--- config.mk ---
export PLATFORM = sky130hd
export DESIGN_NAME = rd_burst_arb_flat
export DESIGN_NICKNAME = d
export VERILOG_FILES = /design/src/rtl/rd_burst_arb_pkg.sv /design/src/rtl/rd_burst_arb_if.sv /design/src/rtl/rd_burst_arb_rr_pick.sv /design/src/rtl/rd_burst_arb.sv /design/src/flat_wrapper.sv
export SDC_FILE = /design/constraint.sdc
export NUM_CORES = 1
export LEC_CHECK = 0
export BUFFER_PORTS_ARGS = -buffer_cell sky130_fd_sc_hd__buf_2
export CELL_PAD_IN_SITES_DETAIL_PLACEMENT = 0
export CELL_PAD_IN_SITES_GLOBAL_PLACEMENT = 1
export CORE_ASPECT_RATIO = 0.75
export CORE_MARGIN = 2
export CORE_UTILIZATION = 39
export CTS_CLUSTER_SIZE = 8
export DETAILED_ROUTE_END_ITERATION = 8
export PLACE_DENSITY = 0.87
export SYNTH_ARGS = -nofsm -noshare
export SYNTH_HDL_FRONTEND = slang
export SYNTH_SLANG_ARGS = --single-unit
export TNS_END_PERCENT = 1
--- constraint.sdc ---
create_clock -name aclk -period 12.65 [get_ports aclk]
set_clock_uncertainty 0.1 [all_clocks]
set_input_delay 2.53 -clock aclk [delete_from_list [all_inputs] [get_ports aclk]]
set_output_delay 2.53 -clock aclk [all_outputs]
set_load 0.01 [all_outputs]
--- src/rtl/rd_burst_arb_pkg.sv ---
// rd_burst_arb_pkg: shared types and constants for the burst-read arbiter
package rd_burst_arb_pkg;
  typedef logic [7:0]  u8_t;
  typedef logic [23:0] u24_t;
  typedef logic [31:0] u32_t;
  typedef logic [63:0] u64_t;
  localparam int RD_BURST_BEATS = 128;
  typedef enum logic [1:0] {Idle, Req, Burst} rdarb_state_t;
endpackage

--- src/rtl/rd_burst_arb_if.sv ---
// rd_burst_arb_if: cache-side request/beat bus plus memory-side burst master bus
interface rd_burst_arb_if import rd_burst_arb_pkg::*; #(parameter int Np = 4);
  logic [Np-1:0] rreq;
  u24_t [Np-1:0] radr;
  logic [Np-1:0] rack;
  u64_t [Np-1:0] rdata;
  logic m_req;
  logic m_gnt;
  u32_t m_adr;
  u8_t  m_len;
  logic m_valid;
  u64_t m_data;
  logic m_last;
  modport master (output rreq, radr, m_gnt, m_valid, m_data, m_last,
                  input  rack, rdata, m_req, m_adr, m_len);
  modport slave  (input  rreq, radr, m_gnt, m_valid, m_data, m_last,
                  output rack, rdata, m_req, m_adr, m_len);
endinterface

--- src/rtl/rd_burst_arb_rr_pick.sv ---
// rr_pick: combinational round-robin pick of the first set request after ptr, with wrap
module rr_pick #(
  parameter int Np = 4,
  localparam int PW = Np > 1 ? $clog2(Np) : 1
) (
  input  logic [Np-1:0] req,
  input  logic [PW-1:0] ptr,
  output logic          any,
  output logic [PW-1:0] idx
);
  logic [PW-1:0] c;
  always_comb begin
    any = 1'b0;
    idx = ptr;
    c = '0;
    for (int k = Np; k >= 1; k--) begin
      c = PW'((int'(ptr) + k) % Np);
      if (req[c]) begin
        any = 1'b1;
        idx = c;
      end
    end
  end
endmodule

--- src/rtl/rd_burst_arb.sv ---
// rd_burst_arb: round-robin sharing of one burst-read master among Np input caches
module rd_burst_arb import rd_burst_arb_pkg::*; #(
  parameter int Np = 4,
  parameter int BEATS = RD_BURST_BEATS
) (
  input  logic           aclk,
  input  logic           arst_n,
  input  u32_t           rbase,
  output logic           err,
  rd_burst_arb_if.slave  bus
);
  localparam int PW = Np > 1 ? $clog2(Np) : 1;
  rdarb_state_t state, state_nx;
  logic [PW-1:0] gnt, ptr, idx;
  logic any, last_beat, drain;
  u8_t beat;
  rr_pick #(.Np(Np)) u_pick (.req(bus.rreq), .ptr(ptr), .any(any), .idx(idx));
  assign last_beat = beat == u8_t'(BEATS - 1);
  assign bus.m_len = u8_t'(BEATS - 1);
  always_comb
    state_nx = state == Idle ? (any ? Req : Idle) :
               state == Req  ? (bus.m_gnt ? Burst : Req) :
               (bus.m_valid && last_beat ? Idle : Burst);
  always_ff @(posedge aclk)
    state <= !arst_n ? Idle : state_nx;
  // drain swallows the tail of a burst cut short by reset so it is not flagged as stray
  always_ff @(posedge aclk) begin
    if (!arst_n) begin
      gnt <= '0;
      ptr <= PW'(Np - 1);
      beat <= '0;
      drain <= 1'b1;
      err <= 1'b0;
      bus.m_req <= 1'b0;
      bus.m_adr <= '0;
      bus.rack <= '0;
      bus.rdata <= '0;
    end else begin
      bus.rack <= '0;
      if (state == Idle && any) begin
        gnt <= idx;
        bus.m_adr <= rbase + {8'h0, bus.radr[idx]};
        bus.m_req <= 1'b1;
        drain <= 1'b0;
      end
      if (state == Req && bus.m_gnt) begin
        bus.m_req <= 1'b0;
        beat <= '0;
      end
      if (state == Burst && bus.m_valid) begin
        beat <= beat + 8'd1;
        bus.rack[gnt] <= 1'b1;
        bus.rdata[gnt] <= bus.m_data;
        if (last_beat) ptr <= gnt;
        if (bus.m_last != last_beat) err <= 1'b1;
      end
      if (state != Burst && bus.m_valid && !drain) err <= 1'b1;
      if (state != Burst && bus.m_valid && bus.m_last) drain <= 1'b0;
    end
  end
endmodule

--- src/flat_wrapper.sv ---
// flat-port wrapper written by rule: the top's interface ports become plain ports
module rd_burst_arb_flat import rd_burst_arb_pkg::*;
#(
  parameter int Np = 4,
  parameter int BEATS = RD_BURST_BEATS
)
  (aclk, arst_n, rbase, err, bus_rreq, bus_radr, bus_m_gnt, bus_m_valid, bus_m_data, bus_m_last, bus_rack, bus_rdata, bus_m_req, bus_m_adr, bus_m_len);
  rd_burst_arb_if #(.Np(Np)) bus_i ();
  input  logic aclk;
  input  logic arst_n;
  input  u32_t rbase;
  output logic err;
  input wire logic [$bits(bus_i.rreq)-1:0] bus_rreq;
  input wire logic [$bits(bus_i.radr)-1:0] bus_radr;
  input wire logic [$bits(bus_i.m_gnt)-1:0] bus_m_gnt;
  input wire logic [$bits(bus_i.m_valid)-1:0] bus_m_valid;
  input wire logic [$bits(bus_i.m_data)-1:0] bus_m_data;
  input wire logic [$bits(bus_i.m_last)-1:0] bus_m_last;
  output wire logic [$bits(bus_i.rack)-1:0] bus_rack;
  output wire logic [$bits(bus_i.rdata)-1:0] bus_rdata;
  output wire logic [$bits(bus_i.m_req)-1:0] bus_m_req;
  output wire logic [$bits(bus_i.m_adr)-1:0] bus_m_adr;
  output wire logic [$bits(bus_i.m_len)-1:0] bus_m_len;
  assign bus_i.rreq = bus_rreq;
  assign bus_i.radr = bus_radr;
  assign bus_i.m_gnt = bus_m_gnt;
  assign bus_i.m_valid = bus_m_valid;
  assign bus_i.m_data = bus_m_data;
  assign bus_i.m_last = bus_m_last;
  assign bus_rack = bus_i.rack;
  assign bus_rdata = bus_i.rdata;
  assign bus_m_req = bus_i.m_req;
  assign bus_m_adr = bus_i.m_adr;
  assign bus_m_len = bus_i.m_len;
  rd_burst_arb #(.Np(Np), .BEATS(BEATS)) u_core (.aclk(aclk), .arst_n(arst_n), .rbase(rbase), .err(err), .bus(bus_i));
endmodule
==> flow_metrics.env, run 1 <==
export IMPL_numCtsBuffers=44
export IMPL_synth_edff_count=0
export IMPL_worstMarginPinSlew_ns=1.08
export IMPL_post_cts_resize_count=0
export IMPL_place_congestion=0.904
export IMPL_peakVddDrop_mv=0.106
export IMPL_cts_sinks=309
export IMPL_p_switching_uw=623
export IMPL_path_class="in2reg"
export IMPL_chipWidth_um=220
export IMPL_hp_class="reg2reg"
export IMPL_vias=13000
export IMPL_yosys_warnings=0
export IMPL_path_clk_slew_ns=0.05
export IMPL_vias_per_cell=5.13
export IMPL_final_hold_viol_count=0
export IMPL_grt_pass1_wl_um=70400
export IMPL_core_area_um2=34600
export IMPL_clock_latency_ns=0.54
export IMPL_syn_mean_instance_area_um2=8.50
export IMPL_async_flop_share_pct=0
export IMPL_drcViolationCount=0
export IMPL_synth_area_um2=13700
export IMPL_drive_above_1_share_pct=29.4
export IMPL_floorplan_initialDensity_pct=39.6
export IMPL_ys_types=70
export IMPL_layout_common_cells="nand2_1, buf_2, dfxtp_1, a21boi_0, clkbuf_16"
export IMPL_maxCapViolCount=0
export IMPL_dp_hpwl_um=32700
export IMPL_placedCellCount=2466
export IMPL_grt_pass1_vias=12200
export IMPL_power_density_nw_per_um2=135
export IMPL_max_freq_mhz=161
export IMPL_clockRootBuffer="clkbuf_16"
export IMPL_die_h_um=166
export IMPL_power_frac_seq_pct=42.8
export IMPL_slew_violations=0
export IMPL_stdcell_count=2525
export IMPL_layout_nets=2285
export IMPL_routed_wirelength_um=46700
export IMPL_cts_tree="built"
export IMPL_worstPathMaxFanout=26
export IMPL_p_leak_uw=0.00759
export IMPL_cp_end_kind="register"
export IMPL_p_comb_share_pct=13.3
export IMPL_layout_commonest_cell="nand2_1"
export IMPL_swShare_pct=26.2
export IMPL_die_area_um2=36700
export IMPL_syn_to_final_growth_pct=28.3
export IMPL_min_period_ns=6.21
export IMPL_synth_flop_cell="dfxtp_1"
export IMPL_pwr_share_clk_pct=43.8
export IMPL_antenna_found_initial=10
export IMPL_port_buffers=494
export IMPL_grt_max_degree=129
export IMPL_ys_ff_latch=309
export IMPL_grt_overflow=0
export IMPL_ys_seq_area_share_pct=45.1
export IMPL_relSlewSlack_pct=27.8
export IMPL_grt_total_usage_pct=24.6
export IMPL_cts_setup_buffers=0
export IMPL_required_ns=12.96
export IMPL_wl_per_cell_um=18.5
export IMPL_fin_tns_setup_ns=0
export IMPL_synthCells=1613
export IMPL_first_iter_violations=753
export IMPL_first_pass_iters=6
export IMPL_hold_buffers=0
export IMPL_ios=503
export IMPL_num_rows=59
export IMPL_start_kind="input port"
export IMPL_status="finished, final reports clean"
export IMPL_clockBufferDepth=3
export IMPL_rsz0062_at_grt="no"
export IMPL_htree_levels=2
export IMPL_p_int_uw=1760
export IMPL_setup_viol=0
export IMPL_crit_arrival_ns=6.53
export IMPL_fin_crit_sh_pct=49.1
export IMPL_drtAntennaViolNets=0
export IMPL_power_uw=2380
-- layout make-up --
cell class	instances	area [um^2]
clock inverter	3	66.3
fill	3266	17000
inverter	10	37.5
tap	457	572
antenna	9	22.5
sequential	309	6190
clock buffer	47	1110
multi-input combinational	1183	7010
timing repair buffer	507	2580
-- power by group through the flow --
stage / logic (uW) / clock network [uW] / registers [uW]
after CTS: 318 / 1070 / 1020
final: 318 / 1040 / 1020
after global placement: 313 / 0 / 1040
after floorplan: 189 / 0 / 1050
after global routing: 348 / 1110 / 1020
after detailed placement: 317 / 0 / 1040
-- Yosys cell counts, drive strengths merged (8+ instances only) --
| cell type | number | share of area (%) |
|---|---|---|
| a21boi | 268 | 15 |
| a21o | 12 | 0.68 |
| a21oi | 26 | 1.1 |
| a31oi | 12 | 0.55 |
| and2 | 19 | 0.87 |
| and3 | 12 | 0.56 |
| buf | 36 | 1.5 |
| clkbuf | 80 | 2.3 |
| dfxtp | 309 | 45 |
| ha | 28 | 2.6 |
| inv | 10 | 0.27 |
| mux4 | 23 | 3.8 |
| nand2 | 562 | 15 |
| nand2b | 10 | 0.46 |
| nand3 | 30 | 1.1 |
| nor2 | 25 | 0.76 |
| nor3 | 11 | 0.40 |
| o21ai | 35 | 1.3 |
| or3 | 8 | 0.37 |
-- cell families after synthesis --
logic type	Yosys count	share of synthesized area (%)
compound gates	391	20.8
xor+xnor	13	0.831
simple gates	713	22.1
flops	309	45.1
buf+inv	127	4.15
fa+ha+maj	29	2.70
other cells	2	0.0548
mux	29	4.22
-- final timing paths --
path	start	to	slack, ns	depth (start not counted)
max	bus_rreq[3]	u_core.bus.m_adr[24]	6.44	17
min	u_core.bus.rdata[167]	u_core.bus.rdata[167]	0.35	2
max reg2reg	u_core.ptr[0]	u_core.bus.m_adr[24]	8.07	16
min reg2reg	u_core.bus.rdata[167]	u_core.bus.rdata[167]	0.35	2
-- layer usage --
metal	global-route usage, %	vias to the layer above	share of wire (%)
met1	30.0	6138	41
met3	5.18	80	7.1
met2	42.9	438	49
met5	0	-	0
met4	8.08	0	3.0
li1	-	6304	-
-- worst max-delay path: stages --
cell       delay (ns)
buf_2            0.12
nand2b_1         0.08
o21ai_1          0.11
a221oi_4         0.28
buf_4            0.45
mux4_2           0.57
ha_1             0.21
inv_1            0.07
fa_1             0.22
nor2b_1          0.08
o2111ai_1        0.25
a31oi_1          0.18
o21ai_1          0.34
a21oi_1          0.18
o211ai_2         0.42
a21oi_1          0.13
a311o_1          0.30
-- flip-flops by register name, indices dropped and copies added, names as in the netlist --
name,flops
u_core.bus.rdata,256
u_core.bus.m_adr,32
u_core.beat,8
u_core.bus.rack,4
u_core.gnt,2
u_core.ptr,2
u_core.state,2
u_core.bus.m_req,1
u_core.drain,1
u_core.err,1
-- through the flow --
stage / setup slack (ns) / hold WS, ns / cell area (um^2) / utilization (%)
after global routing: 6.10 / 0.371 / 17600 / 50.8
after CTS: 6.48 / 0.350 / 17600 / 50.7
after global placement: 6.09 / 0.337 / 16400 / 47.3
final: 6.44 / 0.348 / 17600 / 50.8
after floorplan: 6.52 / 0.334 / 13700 / -
after detailed placement: 5.94 / 0.343 / 16400 / 47.3
No activity file was read; power rests on OpenSTA's default activity.
==> inputs of run 2 (changes only) <==
--- a/config.mk
+++ b/config.mk
@@ -10,10 +10,10 @@
 export CELL_PAD_IN_SITES_GLOBAL_PLACEMENT = 1
 export CORE_ASPECT_RATIO = 0.75
 export CORE_MARGIN = 2
-export CORE_UTILIZATION = 39
+export CORE_UTILIZATION = 32
 export CTS_CLUSTER_SIZE = 8
 export DETAILED_ROUTE_END_ITERATION = 8
-export PLACE_DENSITY = 0.87
+export PLACE_DENSITY = 0.77
 export SYNTH_ARGS = -nofsm -noshare
 export SYNTH_HDL_FRONTEND = slang
 export SYNTH_SLANG_ARGS = --single-unit
==> constraint.sdc (replaced) <==
create_clock -name aclk -period 5.65 [get_ports aclk]
set_clock_uncertainty 0.1 [all_clocks]
set_input_delay 1.13 -clock aclk [delete_from_list [all_inputs] [get_ports aclk]]
set_output_delay 1.13 -clock aclk [all_outputs]
set_load 0.01 [all_outputs]
==> flow_metrics.env, run 2 (same netlist as run 1, synthesis figures left out) <==
export IMPL_placedCellCount=2582
export IMPL_stdcell_count=2632
export IMPL_largest_reg_flops=256
export IMPL_hold_buffers=0
export IMPL_vias_per_cell=4.87
export IMPL_cp_top_family="compound AO/OA/AOI/OAI gates"
export IMPL_wl_per_cell_um=18.5
export IMPL_rr_worst_depth=14
export IMPL_grt_max_degree=194
export IMPL_status="finished, final reports clean"
export IMPL_grt_overflow=0
export IMPL_crit_chain="buf_2, nand2b_1, o21ai_1, a221oi_4, buf_4, buf_4, mux4_2, ha_1, a21oi_1, nor2_1, a211oi_1, a21oi_1, o211ai_2, a21oi_1, a311o_1"
export IMPL_maxCapViolCount=0
export IMPL_layout_commonest_cell="nand2_1"
export IMPL_syn_to_final_growth_pct=29.6
export IMPL_crit_buf_inv=3
export IMPL_antenna_found_initial=4
export IMPL_floorplan_initialDensity_pct=32.5
export IMPL_power_density_nw_per_um2=301
export IMPL_first_pass_iters=4
export IMPL_top_register="u_core.bus.rdata"
export IMPL_ios=503
export IMPL_crit_arrival_ns=4.93
export IMPL_seq_area_um2=6190
export IMPL_layout_nets=2289
export IMPL_fin_crit_sh_pct=81.6
export IMPL_min_period_ns=4.61
export IMPL_core_area_um2=42100
export IMPL_numCtsBuffers=44
export IMPL_htree_levels=2
export IMPL_grt_pass1_vias=12500
export IMPL_max_stage_delay_ns=0.55
export IMPL_power_uw=5360
export IMPL_max_freq_mhz=217
export IMPL_min_path_cells=2
export IMPL_worstMarginPinSlew_ns=1.14
export IMPL_cp_end_kind="register"
export IMPL_path_clk_slew_ns=0.05
export IMPL_path_class="in2reg"
export IMPL_clockBufferDepth=3
export IMPL_worstPathMaxFanout=14
export IMPL_drive_above_1_share_pct=29.6
export IMPL_num_rows=65
export IMPL_post_cts_resize_count=0
export IMPL_cts_setup_buffers=0
export IMPL_cts_tree="built"
export IMPL_final_util_pct=42.2
export IMPL_largestRegisters="u_core.bus.rdata: 256 flops, u_core.bus.m_adr: 32 flops, u_core.beat: 8 flops"
export IMPL_final_hold_viol_count=0
export IMPL_cp_common_cell="a21oi_1"
export IMPL_slowest_stage="mux4_2"
export IMPL_vias=12800
export IMPL_hp_class="reg2reg"
export IMPL_port_buffers=494
export IMPL_routed_wirelength_um=48700
export IMPL_start_kind="input port"
export IMPL_fin_tns_setup_ns=0
export IMPL_p_leak_uw=0.00762
export IMPL_die_h_um=183
export IMPL_die_area_um2=44500
export IMPL_multi_input_area_um2=7010
export IMPL_slew_violations=0
export IMPL_peakVddDrop_mv=0.213
export IMPL_fillers=4305
export IMPL_cts_sinks=309
export IMPL_chipWidth_um=243
export IMPL_rsz0062_at_grt="no"
export IMPL_place_congestion=0.969
export IMPL_required_ns=5.97
export IMPL_dp_hpwl_um=34800
export IMPL_grt_pass1_wl_um=73900
export IMPL_first_iter_violations=728
export IMPL_layout_common_cells="nand2_1, buf_2, dfxtp_1, a21boi_0, clkbuf_16"
export IMPL_clock_latency_ns=0.55
export IMPL_cp_depth=15
export IMPL_grt_total_usage_pct=21.1
export IMPL_drtAntennaViolNets=0
export IMPL_setup_viol=0
export IMPL_drcViolationCount=0
export IMPL_relSlewSlack_pct=23.8
export IMPL_clockRootBuffer="clkbuf_16"
run 2: cell types whose count changed in the layout (fill, tap and decap cells not counted):
cell | before | now
buf_4 | 13 | 15
buf_12 | 0 | 2
clkbuf_1 | 3 | 1
clkbuf_8 | 1 | 2
diode_2 | 9 | 1
run 2: area by class of cell:
cell class	instances	area share (%)
Clock inverter	3	0.373
Clock buffer	46	6.29
Timing Repair Buffer	511	14.8
Tap cell	569	4.01
Multi-Input combinational cell	1183	39.5
Antenna cell	1	0.0141
Sequential cell	309	34.8
Inverter	10	0.211
run 2: path summary, 6_finish.rpt:
check             slack [ns]            startpoint                    to
setup / recovery        1.04           bus_rreq[3]  u_core.bus.m_adr[24]
hold reg to reg         0.35  u_core.bus.rdata[62]  u_core.bus.rdata[62]
hold / removal          0.35  u_core.bus.rdata[62]  u_core.bus.rdata[62]
setup reg to reg        1.26         u_core.ptr[0]  u_core.bus.m_adr[24]
run 2: power by group:
| group | switching, uW | total, uW | internal, uW |
|---|---|---|---|
| clock network | 956 | 2350 | 1400 |
| logic | 408 | 717 | 309 |
| registers | 44.9 | 2290 | 2250 |
run 2: through the flow:
step / hold slack (ns) / setup WS [ns] / instance area, um^2
finish: 0.347 / 1.04 / 17800
global route: 0.362 / 0.744 / 17800
CTS: 0.349 / 1.16 / 17800
detailed placement: 0.342 / 0.599 / 16600
global placement: 0.337 / 0.648 / 16600
floorplan: 0.334 / 0.918 / 13700
run 2: tightest hold or removal path: cells and delay by family, from the launching register on:
kind,cells,cell delay (ns)
compound gates,1,0.05
simple gates,1,0.05
flops,1,0.30
run 2: layer usage:
layer  vias to the layer above  share of wire [%]  track usage, %
li1                       6292                  -               -
met1                      6047                 43            26.3
met2                       403                 47            36.1
met3                        73                6.8            5.53
met4                         6                2.5            5.96
met5                         -              0.070               0
